**src/rtl/irq_ctrl.sv**
```systemverilog
// Interrupt controller: synchronises external lines, keeps edge/level pending
// state and presents one fixed-priority request at a time to CP0.
module irq_ctrl #(
   parameter int NSRC = 8
) (
   input  logic            clk,
   input  logic            rst,
   input  logic [NSRC-1:0] irq_src,
   input  logic            we,
   input  logic [1:0]      addr,
   input  logic [31:0]     wdata,
   output logic [31:0]     rdata,
   output logic            ir_out,
   output logic [2:0]      irq_id,
   input  logic            ack,
   input  logic            eret
);

   typedef enum logic [1:0] {
      IDLE    = 2'd0,
      REQ     = 2'd1,
      SERVICE = 2'd2
   } state_t;

   localparam logic [1:0] ADDR_MASK  = 2'd0;
   localparam logic [1:0] ADDR_PEND  = 2'd1;
   localparam logic [1:0] ADDR_EDGE  = 2'd2;
   localparam logic [1:0] ADDR_CAUSE = 2'd3;

   logic [NSRC-1:0] sync1_q, sync2_q, sync3_q;
   logic [NSRC-1:0] mask_q, mask_d;
   logic [NSRC-1:0] edgeSel_q, edgeSel_d;
   logic [NSRC-1:0] pend_q, pend_d;
   logic [31:0]     rdata_q, rdata_d;
   state_t          state_q;
   logic [2:0]      irqId_q;
   logic            irOut_q;

   logic [NSRC-1:0] pendView;
   logic [NSRC-1:0] reqVec;
   logic [NSRC-1:0] riseVec;
   logic [NSRC-1:0] w1cVec;
   logic [NSRC-1:0] idOneHot;
   logic [NSRC-1:0] ackClr;
   logic [2:0]      winnerId;
   logic            reqOfId;
   logic            unusedWdata;

   assign unusedWdata = ^wdata[31:NSRC];

   // s3 is only a history copy of s2 used for rising-edge detection
   always_ff @(posedge clk or negedge rst) begin
      if (!rst) begin
         sync1_q <= '0;
         sync2_q <= '0;
         sync3_q <= '0;
      end else begin
         sync1_q <= irq_src;
         sync2_q <= sync1_q;
         sync3_q <= sync2_q;
      end
   end

   // Level-mode bits are taken straight from the synchroniser; the pending
   // flop only ever holds edge-mode bits.
   always_comb begin
      pendView = (pend_q & edgeSel_q) | (sync2_q & ~edgeSel_q);
      reqVec   = pendView & mask_q;
      riseVec  = sync2_q & ~sync3_q & edgeSel_q;
      w1cVec   = (we && addr == ADDR_PEND) ? wdata[NSRC-1:0] : '0;
      for (int i = 0; i < NSRC; i++) begin
         idOneHot[i] = (irqId_q == 3'(i));
      end
      ackClr  = (state_q == REQ && ack) ? idOneHot : '0;
      reqOfId = |(reqVec & idOneHot);
   end

   always_comb begin
      winnerId = '0;
      for (int i = NSRC - 1; i >= 0; i--) begin
         if (reqVec[i]) begin
            winnerId = 3'(i);
         end
      end
   end

   // A new edge in the same cycle as a clear keeps the bit set
   always_comb begin
      pend_d    = ((pend_q & ~(w1cVec | ackClr)) | riseVec) & edgeSel_q;
      mask_d    = mask_q;
      edgeSel_d = edgeSel_q;
      if (we && addr == ADDR_MASK) begin
         mask_d = wdata[NSRC-1:0];
      end
      if (we && addr == ADDR_EDGE) begin
         edgeSel_d = wdata[NSRC-1:0];
      end
   end

   always_comb begin
      rdata_d = '0;
      case (addr)
         ADDR_MASK:  rdata_d = 32'(mask_q);
         ADDR_PEND:  rdata_d = 32'(pendView);
         ADDR_EDGE:  rdata_d = 32'(edgeSel_q);
         ADDR_CAUSE: rdata_d = {(state_q != IDLE), 20'd0, irqId_q, 6'd0, state_q};
         default:    rdata_d = '0;
      endcase
   end

   always_ff @(posedge clk or negedge rst) begin
      if (!rst) begin
         mask_q    <= '0;
         edgeSel_q <= '1;
         pend_q    <= '0;
         rdata_q   <= '0;
      end else begin
         mask_q    <= mask_d;
         edgeSel_q <= edgeSel_d;
         pend_q    <= pend_d;
         rdata_q   <= rdata_d;
      end
   end

   // ack beats a withdrawn request; SERVICE only listens for eret
   always_ff @(posedge clk or negedge rst) begin
      if (!rst) begin
         state_q <= IDLE;
         irqId_q <= '0;
         irOut_q <= 1'b0;
      end else begin
         case (state_q)
            IDLE: begin
               if (|reqVec) begin
                  irqId_q <= winnerId;
                  state_q <= REQ;
                  irOut_q <= 1'b1;
               end
            end
            REQ: begin
               if (ack) begin
                  state_q <= SERVICE;
                  irOut_q <= 1'b0;
               end else if (!reqOfId) begin
                  state_q <= IDLE;
                  irOut_q <= 1'b0;
               end
            end
            SERVICE: begin
               if (eret) begin
                  state_q <= IDLE;
               end
            end
            default: begin
               state_q <= IDLE;
               irOut_q <= 1'b0;
            end
         endcase
      end
   end

   assign rdata  = rdata_q;
   assign ir_out = irOut_q;
   assign irq_id = irqId_q;

endmodule

```
**config.mk**
```make
export PLATFORM = sky130hd
export DESIGN_NAME = irq_ctrl
export DESIGN_NICKNAME = d
export VERILOG_FILES = /design/src/rtl/irq_ctrl.sv
export SDC_FILE = /design/constraint.sdc
export NUM_CORES = 1
export LEC_CHECK = 0
export BUFFER_PORTS_ARGS = -buffer_cell sky130_fd_sc_hd__buf_4
export CAP_MARGIN = 5
export CORE_AREA = 2 2 74 76
export CTS_BUF_LIST = sky130_fd_sc_hd__clkbuf_8
export DETAILED_ROUTE_END_ITERATION = 8
export DIE_AREA = 0 0 76 78
export GPL_ROUTABILITY_DRIVEN = 0
export GPL_TIMING_DRIVEN = 0
export PLACE_DENSITY_LB_ADDON = 0.08
export SETUP_SLACK_MARGIN = 0.15
export SYNTH_ARGS = -nofsm -noshare
export SYNTH_HDL_FRONTEND = slang
export SYNTH_SLANG_ARGS = --single-unit
```
**constraint.sdc**
```tcl
create_clock -name clk -period 4.2 [get_ports clk]
set_input_delay 0.84 -clock clk [delete_from_list [all_inputs] [get_ports clk]]
set_output_delay 0.84 -clock clk [all_outputs]
set_load 0.01 [all_outputs]
```
# After elaboration in Yosys (flattened, before gate mapping)
# Index checks and enable logic that the tools add are counted.
dict set report totals {
  ff_bits 86
  latch_bits 0
  mem_bits_rw 0
  rom_bits 0
  inputBits 47
  output_inout_bits 36
  word_cells 73
  n_memories 0
}
dict set report classes {
  add_sub_neg 0
  n_mul 0
  n_div 0
  magnitude_cmp 0
  n_eq_ne 15
  n_shift 0
  muxes 20
  n_bitwise 15
  reduce_logical 13
}
# op count
set ops {}
lappend ops {{32-bit one-hot mux with 4 select lines} 1}
lappend ops {{8-bit AND} 8}
lappend ops {{3-bit 2-to-1 mux} 8}
lappend ops {{8-bit NOT} 3}
lappend ops {{8-bit OR} 3}
lappend ops {{8-bit 2-to-1 mux} 2}
lappend ops {{8-bit OR reduction} 2}
lappend ops {{3-bit == test (second input constant)} 4}
lappend ops {{2-bit 2-to-1 mux} 4}
lappend ops {{2-bit == test (second input constant)} 3}
lappend ops {{3-bit by 2-bit == test with 1-bit output (second input constant)} 2}
lappend ops {{2-bit one-hot mux with 3 select lines} 1}
lappend ops {{3-bit AND reduction} 2}
lappend ops {{2-bit by 1-bit == test with 1-bit output (second input constant)} 2}
lappend ops {{1-bit logical AND} 4}
lappend ops {{2-bit zero test} 2}
lappend ops {{2-bit inequality test (second input constant)} 2}
lappend ops {{3-bit by 1-bit == test with 1-bit output (second input constant)} 1}
lappend ops {{3-bit zero test} 1}
lappend ops {{1-bit 2-to-1 mux} 3}
lappend ops {{3-bit inequality test (second input constant)} 1}
lappend ops {{1-bit one-hot mux with 3 select lines} 1}
lappend ops {{2-bit AND reduction} 1}
lappend ops {{2-bit nonzero test} 1}
lappend ops {{1-bit NOT} 1}

# Longest topological paths before layout
# Gate-level depths: netlist (run 1).
dict set report depth {
  ltp_word 12
  depth_mapped 7
  ltp_nobuf 5
}

# Worst setup path after synthesis (run 1)
# Ideal clock, no wire load.
dict set report synth_path {
  path_kind {input to register}
  start {in addr[0]}
  end {reg pend_q[3]}
  setup_ns 0.131
  t_arrival_ns 1.858
  t_required_ns 4.069
  slack_ns 2.211
  path_stages 7
  path_buffers 2
  cell_sequence {buf_2 > nor2b_1 > and2_1 > buf_2 > nand2_1 > o2111ai_1 > o21ai_0}
}
dict set report synth_between {
  elab_chain_cells 8
}
# element line_no
set synth_lines {}
lappend synth_lines {{start: declaration} 10} ;# input logic [1:0] addr,
lappend synth_lines {{2-bit by 1-bit == test with 1-bit output} 70} ;# w1cVec = (we && addr == ADDR_PEND) ? wdata[NSRC-1:0] : '0;
lappend synth_lines {{1-bit logical AND} 70}
lappend synth_lines {{8-bit 2-to-1 mux} 70}
lappend synth_lines {{8-bit OR} 89} ;# pend_d = ((pend_q & ~(w1cVec | ackClr)) | riseVec) & edgeSel_q;
lappend synth_lines {{8-bit NOT} 89}
lappend synth_lines {{8-bit AND} 89}
lappend synth_lines {{8-bit OR} 89}
lappend synth_lines {{8-bit AND} 89}
lappend synth_lines {{named net pend_d[3]} 33} ;# logic [NSRC-1:0] pend_q, pend_d;
lappend synth_lines {{end signal: assignment} 120} ;# pend_q <= pend_d;
lappend synth_lines {{end: declaration} 33}
# The timed path passes the listed nets, and every way through them passes these cells.
# A chain may end at the register's enable or synchronous reset.

# Worst setup path after layout (run 1)
dict set report layout_path {
  start {in addr[0]}
  end {reg pend_q[4]}
}
# The elaborated chain is that of the path after synthesis.

==> impl_metrics.csv, run 1 <==
group,metric,value,unit
sta,finClkSkew,5.34,ps
routing,ant_nets,0,
hold_path,holdPathStages,0,
worst_setup_path,critPathMaxStageDelay,510,ps
power,power_switching,568,uW
clock_tree,cts_resized,0,
synthesis,synth_top_flop_cell,"dfrtp_1",
clock_tree,insertion_delay,350,ps
sta,period_share,52.4,%
power,ir_drop,0.000273,V
synthesis,synth_area,2900,um2
cells_and_area,fin_util,70.2,%
die,num_rows,26,
clock_tree,postCtsSetupBuffers,0,
clock_tree,tritoncts,"yes",
worst_setup_path,timing.reg2reg.setup_slack,2120,ps
power,intPower,1.27,mW
sta,fin_crit,2200,ps
grt,grt_usage,22.8,%
cells_and_area,ff_latch_area,1660,um2
sta,rsz0062_at_grt,"no",
worst_setup_path,setup.worst_path.start_class,"primary input",
die,die_h,78,um
grt,grt_pass1_wl,10.2,mm
worst_setup_path,crit_required,4410,ps
grt,gr-total-overflow,0,
routing,num_vias,2083,
grt,antenna_found_initial,0,
sta,fmax,0.455,GHz
power,powerDensity,520,nW/um2
die,start_util,57.4,%
worst_setup_path,cp_top_family,"simple AND/OR/NAND/NOR gates",
synthesis,async_flop_share,100,%
routing,wl_per_cell,15.5,um
synthesis,ys_ff_latch,66,
grt,grt_pass1_vias,2066,
die,core_area,5040,um2
die,die_width,76,um
hold_path,min_to,"sync2_q[6]",
routing,via_per_inst,5.35,
clock_tree,cts_sinks,66,
power,p_sw_share,30.9,%
worst_setup_path,cp.buffers_inverters,3,
clock_tree,clockBufferDepth,2,
worst_setup_path,reg2regPathDepth,4,
worst_setup_path,path_common_cell,"buf_2",
routing,drc,0,
power,clock_power_share,28.8,%
worst_setup_path,critPathArrivalTime,2410,ps
worst_setup_path,worst_path_max_delay_cell,"nor2b_1",
cells_and_area,area_growth,22.2,%
clock_tree,numCtsBuffers,9,
synthesis,synth_edf_count,0,
power,p_leak,1.66,nW
cells_and_area,diodes,0,
die,dieArea,5930,um2
job,drv_cap,0,
placed_design,dp_hpwl,4.03,mm
sta,drv_slew,0,
hold_path,min_path_type,"reg -> reg",
routing,drtIter0Drc,237,
cells_and_area,drive_gt1_share,35.1,%
hold_path,min-delay-start,"sync1_q[6]",
synthesis,syn_inst,246,
clock_tree,root_buffer,"clkbuf_8",
cells_and_area,fillers,395,
sta,final-setup-viol-count,0,
synthesis,syn_avg_cell_area,11.8,um2
placed_design,io_buffers,38,
worst_setup_path,reg2reg_from,"edgeSel_q[0]",
sta,relSlewSlack,47.1,%
routing,drt_pass1_iterations,4,
power,seq_power_share,46.1,%
power,power.share.combinational,25.1,%
status,status,"complete, no violations",
routing,wirelength,6.04,mm
die,io_pins,83,
sta,hold_violations,0,
synthesis,synth_seq_area_share,57.4,%
synthesis,synth.distinct_cells,43,
power,power.total,1.84,mW
cells_and_area,final_net_count,361,
clock_tree,clk_pin_slew_worst_paths,60,ps
cells_and_area,multi_input_area,1100,um2
worst_setup_path,critPathMaxFanout,10,
worst_setup_path,path_cells,"buf_4, buf_2, nor2b_1, and2_1, buf_2, nand2_1, o2111ai_1, o21ai_0",
clock_tree,hold_buffers,0,
worst_setup_path,timing.rr.end,"irq_id[1]",
worst_setup_path,path_class,"in -> reg",
worst_setup_path,cp-end-kind,"register",
sta,tns,0,ps
clock_tree,h-tree-depth,3,
grt,grt_max_degree,67,
synthesis,yosys_warnings,0,
sta,worst_pin_slew,794,ps
## synth_stat cells (all sizes together), types with 3 or more instances
| cell type | count | area share [%] |
|---|---|---|
| o22ai | 8 | 1.7 |
| a31oi | 5 | 1.1 |
| and3 | 4 | 0.86 |
| buf | 22 | 5.5 |
| a21oi | 8 | 1.4 |
| nor2 | 7 | 0.91 |
| inv | 8 | 1.0 |
| nand3 | 4 | 0.69 |
| nand2 | 28 | 3.6 |
| dfstp | 8 | 7.3 |
| nor2b | 7 | 1.5 |
| o21ai | 8 | 1.4 |
| nand4 | 3 | 0.65 |
| mux2 | 24 | 9.6 |
| dfrtp | 58 | 50 |
| clkbuf | 5 | 0.65 |
| a22oi | 5 | 1.5 |
| o2111ai | 6 | 1.8 |
| nand2b | 3 | 0.65 |
## layer usage
metal | wire length [um] | up-vias | global-route usage (%)
li1 | - | 983 | -
met1 | 2640 | 994 | 31.2
met2 | 2810 | 92 | 34.5
met3 | 451 | 14 | 5.12
met4 | 140 | 0 | 11.6
met5 | 0 | - | 0
## cell type report
| type | count | area share (%) |
|---|---|---|
| multi-input cells | 164 | 31.0 |
| clock buffers | 11 | 4.28 |
| well taps | 70 | 2.48 |
| clock inverters | 5 | 1.31 |
| plain buffers | 27 | 5.06 |
| repair buffers | 38 | 8.06 |
| inverters | 8 | 0.849 |
| flip-flops and latches | 66 | 47.0 |
## power by group through the flow
stage	Combinational [mW]	Clock, mW	Sequential (mW)
global placement	0.447	0	0.854
finish	0.461	0.531	0.848
global route	0.509	0.563	0.865
detailed placement	0.457	0	0.856
floorplan	0.283	0	0.850
CTS	0.461	0.539	0.845
## cells by family after synthesis
logic type | after synthesis | share of synthesized area [%]
and+or+nand+nor | 67 | 12.0
buffers and inverters | 35 | 7.21
other | 1 | 0.129
muxes | 28 | 11.8
DFF | 66 | 57.4
AOI/OAI and AO/OA | 49 | 11.5
## stage by stage
step	hold slack, ps	instance area, um2	setup slack, ps	cells
after CTS	351	3540	2050	389
after floorplan	331	2970	2210	265
after global placement	332	3340	1730	373
after detailed placement	336	3340	1690	373
final	347	3540	2000	389
after global routing	353	3540	1810	389
## worst max path at each step
stage	end	cells past startpoint	slack, ps	start
2_1_floorplan	pend_q[3]	7	2210	addr[0]
3_3_place_gp	pend_q[5]	8	1730	addr[0]
3_5_place_dp	pend_q[4]	8	1690	addr[0]
4_1_cts	pend_q[4]	8	2050	addr[0]
5_1_grt	pend_q[7]	8	1810	addr[0]
6_report	pend_q[4]	8	2000	addr[0]
## registers in the layout, summed over array words and instances, names as in the netlist
register   cells
ir_out         1
irq_id         3
sync2_q        8
mask_q         8
sync1_q        8
sync3_q        8
rdata         12
pend_q         8
state_q        2
edgeSel_q      8
## layout by cell type (no fill, tap or decap), types with 3 or more instances in the layout
master	instances
nand4_1	3
nor2_1	7
inv_1	11
o22ai_1	8
conb_1	20
a22oi_1	4
nor2b_1	7
a21oi_1	8
nand3_1	4
mux2_2	22
clkbuf_1	5
buf_4	58
o2111ai_1	6
a31oi_1	5
nand2_1	28
and3_1	4
o21ai_0	8
nand2b_1	3
dfstp_2	8
dfrtp_1	58
clkbuf_8	11
(Power assumes the default switching activity.)
==> run 2, diff against run 1 <==
--- a/config.mk
+++ b/config.mk
@@ -7,10 +7,10 @@
 export LEC_CHECK = 0
 export BUFFER_PORTS_ARGS = -buffer_cell sky130_fd_sc_hd__buf_4
 export CAP_MARGIN = 5
-export CORE_AREA = 2 2 74 76
+export CORE_AREA = 2 2 81 83
 export CTS_BUF_LIST = sky130_fd_sc_hd__clkbuf_8
 export DETAILED_ROUTE_END_ITERATION = 8
-export DIE_AREA = 0 0 76 78
+export DIE_AREA = 0 0 83 85
 export GPL_ROUTABILITY_DRIVEN = 0
 export GPL_TIMING_DRIVEN = 0
 export PLACE_DENSITY_LB_ADDON = 0.08
==> constraint.sdc (replaced) <==
create_clock -name clk -period 1.9 [get_ports clk]
set_input_delay 0.38 -clock clk [delete_from_list [all_inputs] [get_ports clk]]
set_output_delay 0.38 -clock clk [all_outputs]
set_load 0.01 [all_outputs]
==> run 2 against run 1 <==
Hold slack got worse by 200 ps. Largest power group unchanged. Critical endpoint is now ir_out. Critical path depth fell by 3. First-iteration DRC count fell by 24%. Worst setup slack got worse by 2000 ps. Non-clock buffer count rose by 9. Highest routed layer unchanged.
==> impl_metrics.csv, run 2 (synthesis results as in run 1) <==
group,metric,value,unit
grt,grt_pass1_wl,10.3,mm
cells_and_area,multi_input_area,1150,um2
clock_tree,h-tree-depth,3,
clock_tree,cts_sinks,66,
sta,period_share,97.8,%
cells_and_area,largest_register_ff_count,12,
routing,drt_pass1_iterations,4,
cells_and_area,fillers,543,
routing,wl_per_cell,15.4,um
grt,antenna_found_initial,0,
routing,drtIter0Drc,179,
sta,rsz0062_at_grt,"yes",
clock_tree,insertion_delay,330,ps
status,status,"complete, no violations",
cells_and_area,ff_latch_area,1660,um2
clock_tree,root_buffer,"clkbuf_8",
sta,tns,0,ps
hold_path,min_path_type,"in -> async",
sta,fmax,0.538,GHz
routing,wirelength,6.25,mm
routing,drc,0,
cells_and_area,diodes,0,
grt,gr-total-overflow,0,
worst_setup_path,critPathArrivalTime,2080,ps
cells_and_area,final_net_count,370,
sta,hold_violations,0,
power,p_leak,1.73,nW
worst_setup_path,setup.worst_path.start_class,"register",
routing,via_per_inst,5.23,
cells_and_area,drive_gt1_share,39.6,%
die,die_width,83,um
grt,grt_pass1_vias,2113,
clock_tree,numCtsBuffers,9,
worst_setup_path,path_class,"reg -> reg",
sta,drv_slew,0,
sta,fin_crit,1860,ps
clock_tree,hold_buffers,0,
cells_and_area,final_cell_mix,"buf_4 (67), dfrtp_1 (58), nand2_1 (28), conb_1 (20), mux2_2 (17)",
placed_design,io_buffers,38,
sta,relSlewSlack,46.6,%
power,power.total,4.22,mW
placed_design,post-place-cells,380,
die,io_pins,83,
grt,grt_usage,18.9,%
die,die_h,85,um
cells_and_area,layout_commonest_cell,"buf_4",
sta,hold_ws,143,ps
clock_tree,clockBufferDepth,2,
die,num_rows,29,
job,drv_cap,0,
die,core_area,6200,um2
cells_and_area,area_growth,27.1,%
cells_and_area,fin_util,59.3,%
grt,grt_max_degree,67,
power,ir_drop,0.000597,V
worst_setup_path,critPathMaxFanout,3,
routing,num_vias,2117,
clock_tree,clk_pin_slew_worst_paths,70,ps
sta,finClkSkew,6.64,ps
sta,worst_pin_slew,800,ps
die,dieArea,7060,um2
cells_and_area,finalNonFillerCells,405,
clock_tree,tritoncts,"yes",
routing,ant_nets,0,
sta,final-setup-viol-count,0,
placed_design,dp_hpwl,4.18,mm
die,start_util,46.7,%
worst_setup_path,crit_required,2120,ps
power,powerDensity,1150,nW/um2
worst_setup_path,cp-end-kind,"register",
-- run 2: cell types whose count changed in the layout (fill, tap and decap cells not counted), moves of 4 or more --
cell / before / now
a22oi_1: 4 / 0
a22oi_2: 1 / 5
buf_4: 58 / 67
mux2_2: 22 / 17
mux2_4: 2 / 7
-- run 2: where the power goes --
group	switching, mW	internal, mW
sequential	0.222	1.65
combinational	0.560	0.583
clock	0.498	0.702
total	1.28	2.94
-- run 2: per-layer routing --
metal	global-route usage, %	wire, um	up-vias
met4	8.79	116	0
met5	0	0	-
li1	-	-	1001
met1	25.0	2770	1038
met2	29.4	3020	70
met3	4.86	341	8
-- run 2: layout make-up --
class / count / area share (%)
sequential: 66 / 45.1
multi-input combinational: 164 / 31.3
timing repair buffer: 47 / 9.59
buffer: 27 / 4.89
clock buffer: 12 / 4.49
tap: 77 / 2.62
clock inverter: 4 / 1.16
inverter: 8 / 0.816
-- run 2: worst paths after layout --
check                      slack, ps  cells past startpoint         end    startpoint
max                               40                      5      ir_out  edgeSel_q[3]
min                              140                      1  sync2_q[7]           rst
max reg2reg                       40                      5      ir_out  edgeSel_q[3]
min reg2reg                      350                      0  sync2_q[7]    sync1_q[7]
max in group asynchronous       1240                      1   mask_q[0]           rst
min in group clk                 150                      1  sync1_q[3]    irq_src[3]
-- run 2: timing repair --
| item | in CTS | in global routing |
|---|---|---|
| buffers inserted | 7 | 2 |
| endpoints found under the setup margin | 4 | 12 |
| hold endpoints to repair | 0 | 0 |
| gates resized for setup | 6 | 4 |
| pin swaps | 8 | 0 |
-- run 2: critical path, cell delays in order (launching register included) --
cell and delay [ps]:
dfstp_2 540, mux2_4 320, a22oi_2 180, a311oi_2 120, a311o_1 320, a211o_1 260
-- run 2: per-stage QoR --
stage,instance area [um2],setup WS (ps)
2_1_floorplan,2990,137
3_3_place_gp,3370,-201
3_5_place_dp,3370,-188
4_1_cts,3660,60.4
5_1_grt,3680,12.1
6_report,3680,41.5
